### src/rtl/sia_wbx.sv
// sia_wbx - Wishbone B.4 pipelined slave for the SIA serial core.
//
// Exposes STATUS, CONFIG, INTENA, TRXDAT and the bit-rate divisor to a
// 16-bit bus master. Register writes take effect on the accepting edge.
// ack_o and the queue strobes (txq_we_o, rxq_pop_o, rxq_oe_o) are
// registered, so they appear one cycle after acceptance.
//
// Ports
//   clk_i, reset_i              clock, synchronous active-high reset
//   adr_i, we_i, cyc_i, stb_i   bus request (word address [3:1])
//   dat_i, sel_i                write data and byte lane selects
//   dat_o, ack_o, stall_o       read data, acknowledge, back-pressure
//   bits_o..bitrat_o            configuration outputs to the serial core
//   irq_o                       registered interrupt request
//   rxq_*                       receive queue head, status and pop/oe
//   txq_*                       transmit queue push, data and status
module sia_wbx #(
  parameter int CW         = 16,
  parameter int BRW        = 20,
  parameter int BITRAT_RST = 83332,
  parameter int STALL_TX   = 1,
  parameter int STALL_RX   = 0
) (
  input  logic           clk_i,
  input  logic           reset_i,
  input  logic [2:0]     adr_i,
  input  logic           we_i,
  input  logic           cyc_i,
  input  logic           stb_i,
  input  logic [15:0]    dat_i,
  input  logic [1:0]     sel_i,
  output logic [15:0]    dat_o,
  output logic           ack_o,
  output logic           stall_o,
  output logic [4:0]     bits_o,
  output logic           eedc_o,
  output logic           eedd_o,
  output logic [2:0]     txcmod_o,
  output logic           rxcpol_o,
  output logic [4:0]     intena_o,
  output logic [BRW-1:0] bitrat_o,
  output logic           irq_o,
  output logic           rxq_pop_o,
  output logic           rxq_oe_o,
  input  logic [CW-1:0]  rxq_dat_i,
  input  logic           rxq_full_i,
  input  logic           rxq_not_empty_i,
  input  logic           rxq_push_i,
  output logic           txq_we_o,
  output logic [CW-1:0]  txq_dat_o,
  input  logic           txq_not_full_i,
  input  logic           txq_empty_i,
  input  logic           txq_idle_i
);

  localparam logic [2:0] A_STATUS = 3'd0, A_CONFIG = 3'd1, A_INTENA = 3'd2,
                         A_TRXDAT = 3'd3, A_BR_LO  = 3'd4, A_BR_HI  = 3'd5;

  logic        req, is_trx, tx_commit_req, rx_read_req;
  logic        accept, wr, rd;
  logic        ack_r, pop_r, txq_we_r, rxovr, hold_v;
  logic [7:0]  hold;
  logic [15:0] rdat_r, rd_mux, status, cfg_rd, commit_w;
  logic [31:0] br32;

  assign req           = cyc_i & stb_i;
  assign is_trx        = (adr_i == A_TRXDAT);
  // sel_i[1] set means the write completes a word (sel 10 or 11)
  assign tx_commit_req = req & we_i & is_trx & sel_i[1];
  assign rx_read_req   = req & ~we_i & is_trx;

  assign stall_o = ~reset_i &
                   (((STALL_TX != 0) & tx_commit_req & ~txq_not_full_i) |
                    ((STALL_RX != 0) & rx_read_req & ~rxq_not_empty_i));

  assign accept = req & ~stall_o;
  assign wr     = accept & we_i;
  assign rd     = accept & ~we_i;

  assign status = {rxq_not_empty_i, rxq_full_i, rxovr, 8'h00, irq_o, 1'b0,
                   txq_idle_i, txq_not_full_i, txq_empty_i};
  assign cfg_rd = {2'b00, rxcpol_o, txcmod_o, eedc_o, eedd_o, 3'b000, bits_o};
  assign br32   = 32'(bitrat_o);

  // Low byte comes from this write when its lane is selected, otherwise
  // from the hold register (0 if nothing was staged).
  assign commit_w = {dat_i[15:8], sel_i[0] ? dat_i[7:0] : (hold_v ? hold : 8'h00)};

  always_comb begin
    rd_mux = 16'h0000;
    case (adr_i)
      A_STATUS: rd_mux = status;
      A_CONFIG: rd_mux = cfg_rd;
      A_INTENA: rd_mux = {11'h000, intena_o};
      A_BR_LO:  rd_mux = br32[15:0];
      A_BR_HI:  rd_mux = br32[31:16];
      default:  rd_mux = 16'h0000;  // TRXDAT uses the live queue head
    endcase
  end

  always_ff @(posedge clk_i) begin
    if (reset_i) begin
      ack_r     <= 1'b0;
      pop_r     <= 1'b0;
      txq_we_r  <= 1'b0;
      rdat_r    <= 16'h0000;
      bits_o    <= 5'd10;
      eedc_o    <= 1'b1;
      eedd_o    <= 1'b1;
      txcmod_o  <= 3'b100;
      rxcpol_o  <= 1'b0;
      intena_o  <= 5'h00;
      bitrat_o  <= BRW'(BITRAT_RST);
      txq_dat_o <= '0;
      hold      <= 8'h00;
      hold_v    <= 1'b0;
      rxovr     <= 1'b0;
      irq_o     <= 1'b0;
    end else begin
      ack_r    <= accept;
      rdat_r   <= rd ? rd_mux : 16'h0000;
      pop_r    <= rd & is_trx & rxq_not_empty_i;
      txq_we_r <= wr & is_trx & sel_i[1] & txq_not_full_i;

      if (wr) begin
        case (adr_i)
          A_CONFIG: begin
            if (sel_i[0]) bits_o <= dat_i[4:0];
            if (sel_i[1]) {rxcpol_o, txcmod_o, eedc_o, eedd_o} <= dat_i[13:8];
          end
          A_INTENA: if (sel_i[0]) intena_o <= dat_i[4:0];
          A_TRXDAT: begin
            if (sel_i == 2'b01) begin
              hold   <= dat_i[7:0];
              hold_v <= 1'b1;
            end else if (sel_i[1]) begin
              // a commit into a full queue (non-stalling build) is dropped
              hold_v <= 1'b0;
              if (txq_not_full_i) txq_dat_o <= commit_w[CW-1:0];
            end
          end
          default: ;
        endcase
      end

      // bitrat bit i lives at address 4 + i/16, byte lane (i/8)%2
      if (wr && (adr_i == A_BR_LO || adr_i == A_BR_HI)) begin
        for (int i = 0; i < BRW; i++) begin
          if (adr_i[0] == 1'(i / 16) && sel_i[(i / 8) % 2])
            bitrat_o[i] <= dat_i[i % 16];
        end
      end

      // set wins over a simultaneous write-1-to-clear
      if (rxq_push_i && rxq_full_i)
        rxovr <= 1'b1;
      else if (wr && adr_i == A_STATUS && sel_i[1] && dat_i[13])
        rxovr <= 1'b0;

      irq_o <= |(intena_o & {rxovr, txq_idle_i, txq_empty_i, rxq_full_i, rxq_not_empty_i});
    end
  end

  // Dropping cyc_i abandons the cycle: no ack and no queue strobe.
  assign ack_o     = ack_r & cyc_i;
  assign rxq_pop_o = pop_r & cyc_i;
  assign rxq_oe_o  = pop_r & cyc_i;
  assign txq_we_o  = txq_we_r & cyc_i;
  assign dat_o     = ack_o ? (pop_r ? 16'(rxq_dat_i) : rdat_r) : 16'h0000;

endmodule
### config.mk
export PLATFORM = sky130hd
export DESIGN_NAME = sia_wbx
export DESIGN_NICKNAME = d
export VERILOG_FILES = /design/src/rtl/sia_wbx.sv
export SDC_FILE = /design/constraint.sdc
export NUM_CORES = 1
export LEC_CHECK = 0
export ABC_AREA = 1
export BUFFER_PORTS_ARGS = -buffer_cell sky130_fd_sc_hd__clkbuf_2
export CORE_MARGIN = 2
export CORE_UTILIZATION = 51
export CTS_CLUSTER_DIAMETER = 60
export DETAILED_ROUTE_END_ITERATION = 8
export PLACE_DENSITY_LB_ADDON = 0.2
export SLEW_MARGIN = 20
export SYNTH_ARGS = -nofsm -noshare
export SYNTH_HDL_FRONTEND = slang
export SYNTH_SLANG_ARGS = --single-unit
### constraint.sdc
create_clock -name clk_i -period 1.35 [get_ports clk_i]
set_input_delay 0.0675 -clock clk_i [delete_from_list [all_inputs] [get_ports clk_i]]
set_output_delay 0.0675 -clock clk_i [all_outputs]
set_load 0.02 [all_outputs]
After elaboration in Yosys (flattened, before gate mapping)
Index checks and enable logic that the tools add are counted.

operators by class
  add/sub/neg operators = 0
  multipliers = 0
  div/mod/pow operators = 0
  order comparisons = 0
  eq/ne operators = 6
  shifts and indexed selects = 0
  mux-type cells = 9
  bitwise gates (word level) = 25
  reduce and logical (&&, ||, !) cells = 23

operator list
  operator                                        count
  one-hot mux 16 bit (5 select lines)             1
  two-way mux 16 bit                              2
  AND 1 bit                                       17
  two-way mux 8 bit                               2
  AND reduction 3 bit                             5
  logical AND 1 bit                               8
  NOT 1 bit                                       7
  == test 3 x 2 -> 1 bit (second input constant)  2
  == test 3 bit (second input constant)           2
  AND reduction 2 bit                             3
  AND 5 bit                                       1
  AND reduction 5 bit                             1
  OR reduction 5 bit                              1
  two-way mux 1 bit                               4
  nonzero test 2 bit                              2
  == test 3 x 1 -> 1 bit (second input constant)  1
  logical NOT 3 bit                               1
  == test 2 x 1 -> 1 bit (second input constant)  1
  OR reduction 2 bit                              1
  logical OR 1 bit                                1

storage, ports and cells
  register bits = 82
  latch bits = 0
  bits in writable memories = 0
  bits in read-only memories = 0
  bits of input ports = 48
  memories kept = 0

Depth between registers and ports, before layout
Gate-level depths: netlist of the first run.

  word-level depth = 14
  mapped depth = 8
  mapped depth without buffers = 7

Worst setup path after synthesis of the first run
No wires, ideal clock.

  kind = register to output
  start point = register pop_r
  end point = output dat_o[10]
  arrival = 1301 ps
  required time = 1283 ps
  path slack = -19 ps
  cell stages (with the launch flop) = 6
  buffers on the path = 2
  cells stage by stage = dfxtp_1 -> clkbuf_1 -> inv_1 -> clkbuf_1 -> nand2_1 -> a21oi_1

on the way
  word-level cells in the longest chain between the ends = 2

RTL lines
  what                             line  text
  start, declared                  61    logic ack_r, pop_r, txq_we_r, rxovr, hold_v;
  start signal, assigned           122   pop_r <= rd & is_trx & rxq_not_empty_i;
  two-way mux 16 bit (2 in a row)  169   assign dat_o = ack_o ? (pop_r ? 16'(rxq_dat_i) : rdat_r) : 16'h0000;
  end, declared                    32    output logic [15:0] dat_o,

No other way between the ends.

Worst setup path in the final report of the first run
  start point = register pop_r
  end point = output dat_o[7]

The elaborated chain is that of the path after synthesis.

==> impl_metrics.tcl, run 1 <==
set metrics [dict create \
    clk-insertion-delay-late_ns 0.34 \
    leakagePower_nw 2.59 \
    setup.worst_path.start_class "flop" \
    arrival_ns 1.30 \
    grt_pass1_wl_um 17300 \
    cts_made_buffers 9 \
    postRouteAntennaNets 0 \
    core_area_sq_um 7210 \
    hpwl_um 7490 \
    crit_path_end_kind "output port" \
    gp_congestion 0.914 \
    finClkSkew_ns 0.00903 \
    max-vdd-ir-drop_uv 523 \
    drc 0 \
    cp.required_ns 1.28 \
    power_w 0.00502 \
    post-route-min-period_ns 1.37 \
    synth_xor_xnor_area_share_pct 0 \
    rsz0062_at_grt "true" \
    swShare_pct 23.1 \
    drt_pass1_iterations 5 \
    grt_max_degree 52 \
    tritoncts "done" \
    pwr-share-seq_pct 48.6 \
    fin_tns_setup_ns -0.0273 \
    postCtsSetupBuffers 0 \
    cellInternalPower_w 0.00386 \
    cts.clk_slew.worst_paths_ns 0.08 \
    dieWidth_um 90.1 \
    power.switching_w 0.00116 \
    synth_commonest_cells "183 x nand2_1, 99 x nor2_1, 82 x dfxtp_1" \
    vias 4010 \
    setup_slack_ns -0.0179 \
    num_rows 31 \
    n_antenna_cell 0 \
    fp.dieH_um 90.1 \
    pwr-share-clk_pct 43.4 \
    drt_wl_total_um 10900 \
    drv_slew 0 \
    synth_top_area_cell "dfxtp_1" \
    crit_fanout 8 \
    synth_compound_area_share_pct 8.27 \
    htreeDepth 3 \
    comb_power_share_pct 8.0 \
    grt_pass1_vias 3632 \
    ctsRootBufferMaster "clkbuf_8" \
    critPathKind "reg -> out" \
    hold_viol 0 \
    ys_ff_latch 82 \
    synth_nets 613 \
    drtIter0Drc 328 \
    cap_violations 0 \
    clock_sinks 82 \
    grt_overflow_total 0 \
    num-nets-final 752 \
    area_growth_syn_to_layout_pct 34.6 \
    status "complete, but fails checks" \
    synth_cell_types 30 \
    io_pins 122 \
    worst_pin_slew_ns 0.457 \
    power_density_nw_per_um2 987 \
    ys.flop_type "dfxtp_1" \
    synth_top_area_share_pct 43.4 \
    yosysMostFrequentCell "nand2_1" \
    clock_path_buffers 2 \
    syn_area_sq_um 3780 \
    muxShareOfSynthArea_pct 0 \
    synth-edff-count 0 \
    ys_seq_area_share_pct 43.4 \
    finalSetupViolCount 2 \
    async_reset_ff_share_pct 0 \
    synth_area_leaders "dfxtp_1 43%, nand2_1 18%, nor2_1 9.8%" \
    die-area_sq_um 8120 \
    initial_core_util_pct 52.4 \
    clock.fmax_ghz 0.731 \
    min_path_type "in -> reg" \
    post-route-util_pct 70.5 \
    routedWlPerCell_um 13.5 \
    yosysWarnings 0 \
    yosys.area_share.adder_pct 0 \
    viasPerCell 4.96 \
    synth_top_family_by_area "simple AND/OR/NAND/NOR gates" \
    avgSynthCellArea_sq_um 6.69 \
    io_buffers 121 \
    drive_above_1_share_pct 27.4 \
    nFillCells 622 \
    synthSimpleGateAreaFrac_pct 38.0 \
    period_share_pct 101 \
    relSlewSlack_pct 69.5 \
    syn-instance-count 565 \
    violations "negative setup slack" \
    antenna_found_initial 0 \
    track_usage_pct 25.8 \
]
==> cells by family after synthesis <==
group,Yosys count
AOI/OAI and AO/OA,59
buffers and inverters,93
DFF,82
and+or+nand+nor,331
==> placed cells by master (no fill, tap or decap), drive strengths merged, types with 13 or more instances in the layout <==
| cell | count |
|---|---|
| o21ai | 13 |
| nand2 | 185 |
| inv | 68 |
| nand3 | 25 |
| clkbuf | 118 |
| nor2 | 102 |
| a21oi | 35 |
| nand4 | 13 |
| dfxtp | 82 |
| buf | 31 |
==> flip-flops by register name (all words and copies together), names as in the netlist, 3 cells and up <==
signal     flops
rdat_r        16
txcmod_o       3
bitrat_o      20
intena_o       5
bits_o         5
txq_dat_o     16
hold           8
==> path summary, 6_finish.rpt <==
check                  endpoint  slack [ns]  depth (start not counted)        start
setup / recovery       dat_o[7]       -0.02                          4        pop_r
hold / removal    txq_dat_o[12]        0.02                          3    dat_i[12]
setup reg to reg   txq_dat_o[5]        0.37                          4       hold_v
hold reg to reg     txcmod_o[0]        0.47                          2  txcmod_o[0]
==> per-stage QoR <==
step | cells | setup slack (ns) | hold WS, ns | cell area (sq um)
5_1_grt | 808 | -0.0573 | 0.0131 | 5090
2_1_floorplan | 565 | 0.0600 | 0.137 | 3820
4_1_cts | 807 | 0.000279 | 0.00111 | 4990
3_5_place_dp | 779 | -0.0650 | 0.327 | 4580
6_report | 808 | -0.0179 | 0.0172 | 5090
3_3_place_gp | 779 | -0.00838 | 0.320 | 4580
==> layout make-up <==
cell class                 instances  area [sq um]  area share (%)
multi-input combinational        390          1820            35.8
sequential                        82          1650            32.4
timing repair buffer             150           972            19.1
inverter                          70           267            5.24
clock buffer                      10           138            2.70
tap                               99           124            2.43
clock inverter                     6           114            2.24
timing repair inverter             1          7.51           0.148
==> critical path, stage by stage (launching register included) <==
cell	delay [ns]
dfxtp_4	0.39
clkinvlp_4	0.14
nand2_1	0.09
a21oi_2	0.18
clkbuf_8	0.17
==> routing by layer <==
| metal | up-vias | routed length, um | track usage [%] |
|---|---|---|---|
| met4 | 0 | 103 | 5.64 |
| met3 | 13 | 829 | 6.45 |
| met1 | 1795 | 4650 | 34.5 |
| met5 | - | 0 | 0 |
| li1 | 2024 | - | - |
| met2 | 178 | 5310 | 42.3 |
==> power groups by stage <==
stage	clock network, W	registers, W	logic (W)
CTS	0.00220	0.00244	0.000390
detailed placement	0	0.00250	0.000359
finish	0.00218	0.00244	0.000400
floorplan	0	0.00251	0.000162
global placement	0	0.00250	0.000355
global route	0.00231	0.00245	0.000433
==> timing repair <==
| item | in CTS | in global routing |
|---|---|---|
| pin swaps | 1 | 4 |
| hold buffers | 11 | 0 |
| hold endpoints to repair | 12 | 0 |
| endpoints found under the setup margin | 17 | 16 |
| cloned | 1 | 1 |
| resized for setup | 13 | 38 |
No activity file was read; power rests on OpenSTA's default activity.
==> inputs of run 2 (changes only) <==
--- a/config.mk
+++ b/config.mk
@@ -8,8 +8,9 @@
 export ABC_AREA = 1
 export BUFFER_PORTS_ARGS = -buffer_cell sky130_fd_sc_hd__clkbuf_2
 export CORE_MARGIN = 2
-export CORE_UTILIZATION = 51
+export CORE_UTILIZATION = 55
 export CTS_CLUSTER_DIAMETER = 60
+export CTS_CLUSTER_SIZE = 25
 export DETAILED_ROUTE_END_ITERATION = 8
 export PLACE_DENSITY_LB_ADDON = 0.2
 export SLEW_MARGIN = 20
==> constraint.sdc (replaced) <==
create_clock -name clk_i -period 1.6 [get_ports clk_i]
set_input_delay 0.08 -clock clk_i [delete_from_list [all_inputs] [get_ports clk_i]]
set_output_delay 0.08 -clock clk_i [all_outputs]
set_load 0.02 [all_outputs]
==> impl_metrics.tcl, run 2 (synthesis results as in run 1) <==
set metrics [dict create \
    relSlewSlack_pct 67.4 \
    swShare_pct 23.6 \
    setup.worst_path.start_class "flop" \
    max-vdd-ir-drop_uv 578 \
    leakagePower_nw 2.48 \
    drive_above_1_share_pct 23.3 \
    viasPerCell 5.01 \
    clk-insertion-delay-late_ns 0.35 \
    cts.clk_slew.worst_paths_ns 0.08 \
    reg.largest.list "bitrat_o (20), rdat_r (16), txq_dat_o (16)" \
    min_path_type "in -> reg" \
    cp.required_ns 1.52 \
    status "finished clean" \
    largest_register_ffs 20 \
    post-route-min-period_ns 1.47 \
    comb_power_share_pct 7.8 \
    final_common_cell "nand2_1" \
    clock_sinks 82 \
    io_pins 122 \
    drt_wl_total_um 10100 \
    final_cell_mix "183 x nand2_1, 121 x clkbuf_2, 99 x nor2_1" \
    grt_max_degree 33 \
    crit_path_end_kind "output port" \
    clock_path_buffers 2 \
    rsz0062_at_grt "false" \
    core_area_sq_um 6720 \
    vias 3886 \
    pwr-share-clk_pct 40.0 \
    drtIter0Drc 308 \
    num_rows 30 \
    num-nets-final 739 \
    initial_core_util_pct 56.3 \
    grt_pass1_vias 3260 \
    hpwl_um 7620 \
    io_buffers 121 \
    power.switching_w 0.000932 \
    finalSetupViolCount 0 \
    crit_fanout 17 \
    hold_viol 0 \
    cts_made_buffers 9 \
    arrival_ns 1.39 \
    critPathKind "reg -> out" \
    drt_pass1_iterations 4 \
    pwr-share-seq_pct 52.2 \
    dieWidth_um 86.9 \
    path_delay_family "flip-flops" \
    period_share_pct 91.6 \
    routedWlPerCell_um 13.1 \
    antenna_found_initial 0 \
    crit_slowest_cell "dfxtp_1" \
    cap_violations 0 \
    drc 0 \
    htreeDepth 3 \
    finClkSkew_ns 0.00682 \
    cellInternalPower_w 0.00302 \
    clock.fmax_ghz 0.682 \
    fp.dieH_um 86.9 \
    ctsRootBufferMaster "clkbuf_8" \
    die-area_sq_um 7550 \
    power_density_nw_per_um2 838 \
    top_register "bitrat_o" \
    fin_tns_setup_ns 0 \
    final_cells 775 \
    max_stage_delay_ns 0.32 \
    postRouteAntennaNets 0 \
    crit_chain "nand2_1, a21oi_1, clkbuf_2" \
    gp_congestion 0.912 \
    area_growth_syn_to_layout_pct 24.7 \
    drv_slew 0 \
    tritoncts "done" \
    grt_overflow_total 0 \
    path_buf_inv 1 \
    dpl.cell_count 753 \
    track_usage_pct 26.4 \
    n_antenna_cell 0 \
    worst_pin_slew_ns 0.488 \
    grt_pass1_wl_um 15500 \
]
## run 2: worst paths after layout
kind,from,cells past startpoint,end,slack [ns]
worst min register to register,bitrat_o[12],2,bitrat_o[12],0.47
worst min-delay path,txq_empty_i,3,rdat_r[0],0.01
worst max-delay path,ack_r,3,dat_o[13],0.13
worst max register to register,intena_o[0],5,irq_o,0.23
## run 2: cell type report
class / instances / area, sq um
flip-flops and latches: 82 / 1640
clock inverters: 6 / 82.6
inverters: 70 / 267
fillers: 591 / 2010
multi-input cells: 390 / 1750
well taps: 80 / 100
repair buffers: 138 / 751
clock buffers: 9 / 124
## run 2: worst reg2reg max path, stage by stage, from the launching register on
cell and delay (ns):
dfxtp_1 0.31, inv_1 0.09, o21ai_0 0.09, a21oi_1 0.11, a31oi_1 0.09, dlygate4sd3_1 0.57
## run 2: metal layers
metal	part of all wire (%)	GRT usage [%]	routed length [um]
met1	45	34.3	4520
met2	47	43.6	4750
met3	7.3	6.45	739
met4	1.2	7.67	126
met5	0	0	0
## run 2: power by group through the flow
stage / Combinational [W] / Clock, W / Sequential, W
6_report: 0.000308 / 0.00158 / 0.00206
3_3_place_gp: 0.000285 / 0 / 0.00211
3_5_place_dp: 0.000290 / 0 / 0.00211
5_1_grt: 0.000334 / 0.00168 / 0.00206
2_1_floorplan: 0.000135 / 0 / 0.00212
4_1_cts: 0.000304 / 0.00160 / 0.00206
## run 2: timing repair
item / in CTS / in global routing
gates resized for setup: 0 / 1
hold buffers: 7 / 0
setup buffers: 0 / 0
endpoints found under the setup margin: 0 / 13
hold endpoints to repair: 5 / 0
## run 2: per-stage QoR
stage	hold slack (ns)	utilization [%]	setup slack [ns]	area [sq um]	power, W
floorplan	0.149	-	0.219	3780	0.00225
global placement	0.327	66.0	0.194	4430	0.00240
detailed placement	0.334	66.0	0.108	4430	0.00240
CTS	0.00168	70.1	0.0932	4710	0.00396
global route	0.00935	70.1	0.0166	4710	0.00408
finish	0.0115	70.1	0.135	4710	0.00395
==> inputs of run 3 (changes only) <==
--- a/config.mk
+++ b/config.mk
@@ -13,6 +13,7 @@
 export CTS_CLUSTER_SIZE = 25
 export DETAILED_ROUTE_END_ITERATION = 8
 export PLACE_DENSITY_LB_ADDON = 0.2
+export SETUP_SLACK_MARGIN = 0.15
 export SLEW_MARGIN = 20
 export SYNTH_ARGS = -nofsm -noshare
 export SYNTH_HDL_FRONTEND = slang
==> impl_metrics.tcl, run 3 (synthesis results as in run 1) <==
set metrics [dict create \
    crit_chain "buf_6, nand2_1, a21oi_1, clkbuf_2" \
    num-nets-final 740 \
    hold_ws_ns 0.0119 \
    clk-insertion-delay-late_ns 0.35 \
    crit_path_end_kind "output port" \
    gp_congestion 0.912 \
    clock_sinks 82 \
    post-route-util_pct 70.4 \
    final_cell_mix "182 x nand2_1, 118 x clkbuf_2, 99 x nor2_1" \
    post-route-min-period_ns 1.38 \
    max_stage_delay_ns 0.39 \
    n_antenna_cell 0 \
    reg.largest.list "bitrat_o (20), rdat_r (16), txq_dat_o (16)" \
    io_buffers 121 \
    routedWlPerCell_um 13.1 \
    relSlewSlack_pct 69.4 \
    cts.clk_slew.worst_paths_ns 0.08 \
    crit_slowest_cell "dfxtp_4" \
    power_density_nw_per_um2 835 \
    comb_power_share_pct 7.8 \
    swShare_pct 23.6 \
    clock.fmax_ghz 0.725 \
    critPathKind "reg -> out" \
    drc 0 \
    grt_pass1_wl_um 15500 \
    cellInternalPower_w 0.00302 \
    ctsRootBufferMaster "clkbuf_8" \
    grt_overflow_total 0 \
    whs_path_depth 3 \
    drt_wl_total_um 10200 \
    tritoncts "done" \
    r2r_slack_ns 0.24 \
    fin_tns_setup_ns 0 \
    rr_worst_depth 5 \
    grt_max_degree 33 \
    arrival_ns 1.30 \
    drive_above_1_share_pct 23.7 \
    leakagePower_nw 2.48 \
    antenna_found_initial 0 \
    multi_input_area_sq_um 1750 \
    drv_slew 0 \
    core_area_sq_um 6720 \
    drt_pass1_iterations 6 \
    worst_r2r_endpoint "irq_o" \
    area_growth_syn_to_layout_pct 25.1 \
    power.switching_w 0.000933 \
    crit_fanout 17 \
    viasPerCell 5.04 \
    rsz0062_at_grt "false" \
    hold_viol 0 \
    drtIter0Drc 320 \
    hpwl_um 7620 \
    track_usage_pct 26.4 \
    finClkSkew_ns 0.00575 \
    min_to "txq_dat_o[14]" \
    top_register "bitrat_o" \
    power_w 0.00395 \
    initial_core_util_pct 56.3 \
    cts_made_buffers 9 \
    max-vdd-ir-drop_uv 579 \
    pwr-share-seq_pct 52.2 \
    cp.required_ns 1.52 \
    pwr-share-clk_pct 40.0 \
    postRouteAntennaNets 0 \
    largest_register_ffs 20 \
    finalSetupViolCount 0 \
    dieWidth_um 86.9 \
    setup.worst_path.start_class "flop" \
    htreeDepth 3 \
    register_area_sq_um 1650 \
    r2r_start "intena_o[0]" \
    status "finished clean" \
    die-area_sq_um 7550 \
    postCtsSetupBuffers 0 \
    num_rows 30 \
    grt_pass1_vias 3260 \
    io_pins 122 \
    fp.dieH_um 86.9 \
    clock_path_buffers 2 \
    period_share_pct 86.2 \
    nFillCells 585 \
    worst_pin_slew_ns 0.458 \
    holdCritStartpoint "dat_i[14]" \
    final_common_cell "nand2_1" \
    cap_violations 0 \
    vias 3909 \
    min_path_type "in -> reg" \
]
==> run 3: per-stage QoR <==
stage | area [sq um] | instances | worst slack [ns]
after floorplan | 3780 | 565 | 0.219
after global placement | 4430 | 753 | 0.194
after detailed placement | 4430 | 753 | 0.108
after CTS | 4720 | 775 | 0.149
after global routing | 4730 | 776 | 0.152
final | 4730 | 776 | 0.221
==> run 3: layer usage <==
metal  wire length [um]  vias up  global-route usage, %
met1               4420     1724                   34.3
met4                123        0                   7.67
met3                849       10                   6.45
met5                  0        -                      0
met2               4790      171                   43.6
li1                   -     2004                      -
==> run 3: worst max path at each step <==
stage / endpoint / from / slack (ns) / depth (start not counted)
finish: dat_o[13] / pop_r / 0.22 / 4
global route: irq_o / intena_o[0] / 0.15 / 5
CTS: dat_o[4] / pop_r / 0.15 / 4
detailed placement: bitrat_o[12] / cyc_i / 0.11 / 7
global placement: bitrat_o[11] / cyc_i / 0.19 / 7
floorplan: dat_o[10] / pop_r / 0.22 / 5
==> run 3: final cells by class <==
cell class	count	share of cell area, %
inverters	70	5.63
repair buffers	138	15.9
well taps	80	2.12
repair inverters	1	0.159
clock inverters	6	1.75
flip-flops and latches	82	34.8
multi-input cells	390	37.0
clock buffers	9	2.62
==> run 3: power groups by stage <==
stage                     Sequential, W  Clock [W]  Combinational, W
after floorplan                 0.00212          0          0.000135
after global placement          0.00211          0          0.000285
after detailed placement        0.00211          0          0.000290
after CTS                       0.00206    0.00160          0.000304
after global routing            0.00206    0.00168          0.000335
final                           0.00206    0.00158          0.000308
==> run 3: repair_timing <==
action | 4_1_cts | 5_1_grt
hold endpoints to repair | 5 | 0
setup endpoints to repair | 16 | 17
resized for setup | 2 | 8
gates cloned | 0 | 1
hold buffers | 7 | 0
==> run 3: worst max-delay path, delay by kind of cell, from the launching register on <==
family,cells,cell delay [ns]
AOI/OAI and AO/OA,1,0.15
DFF,1,0.39
buffers and inverters,2,0.35
and+or+nand+nor,1,0.06
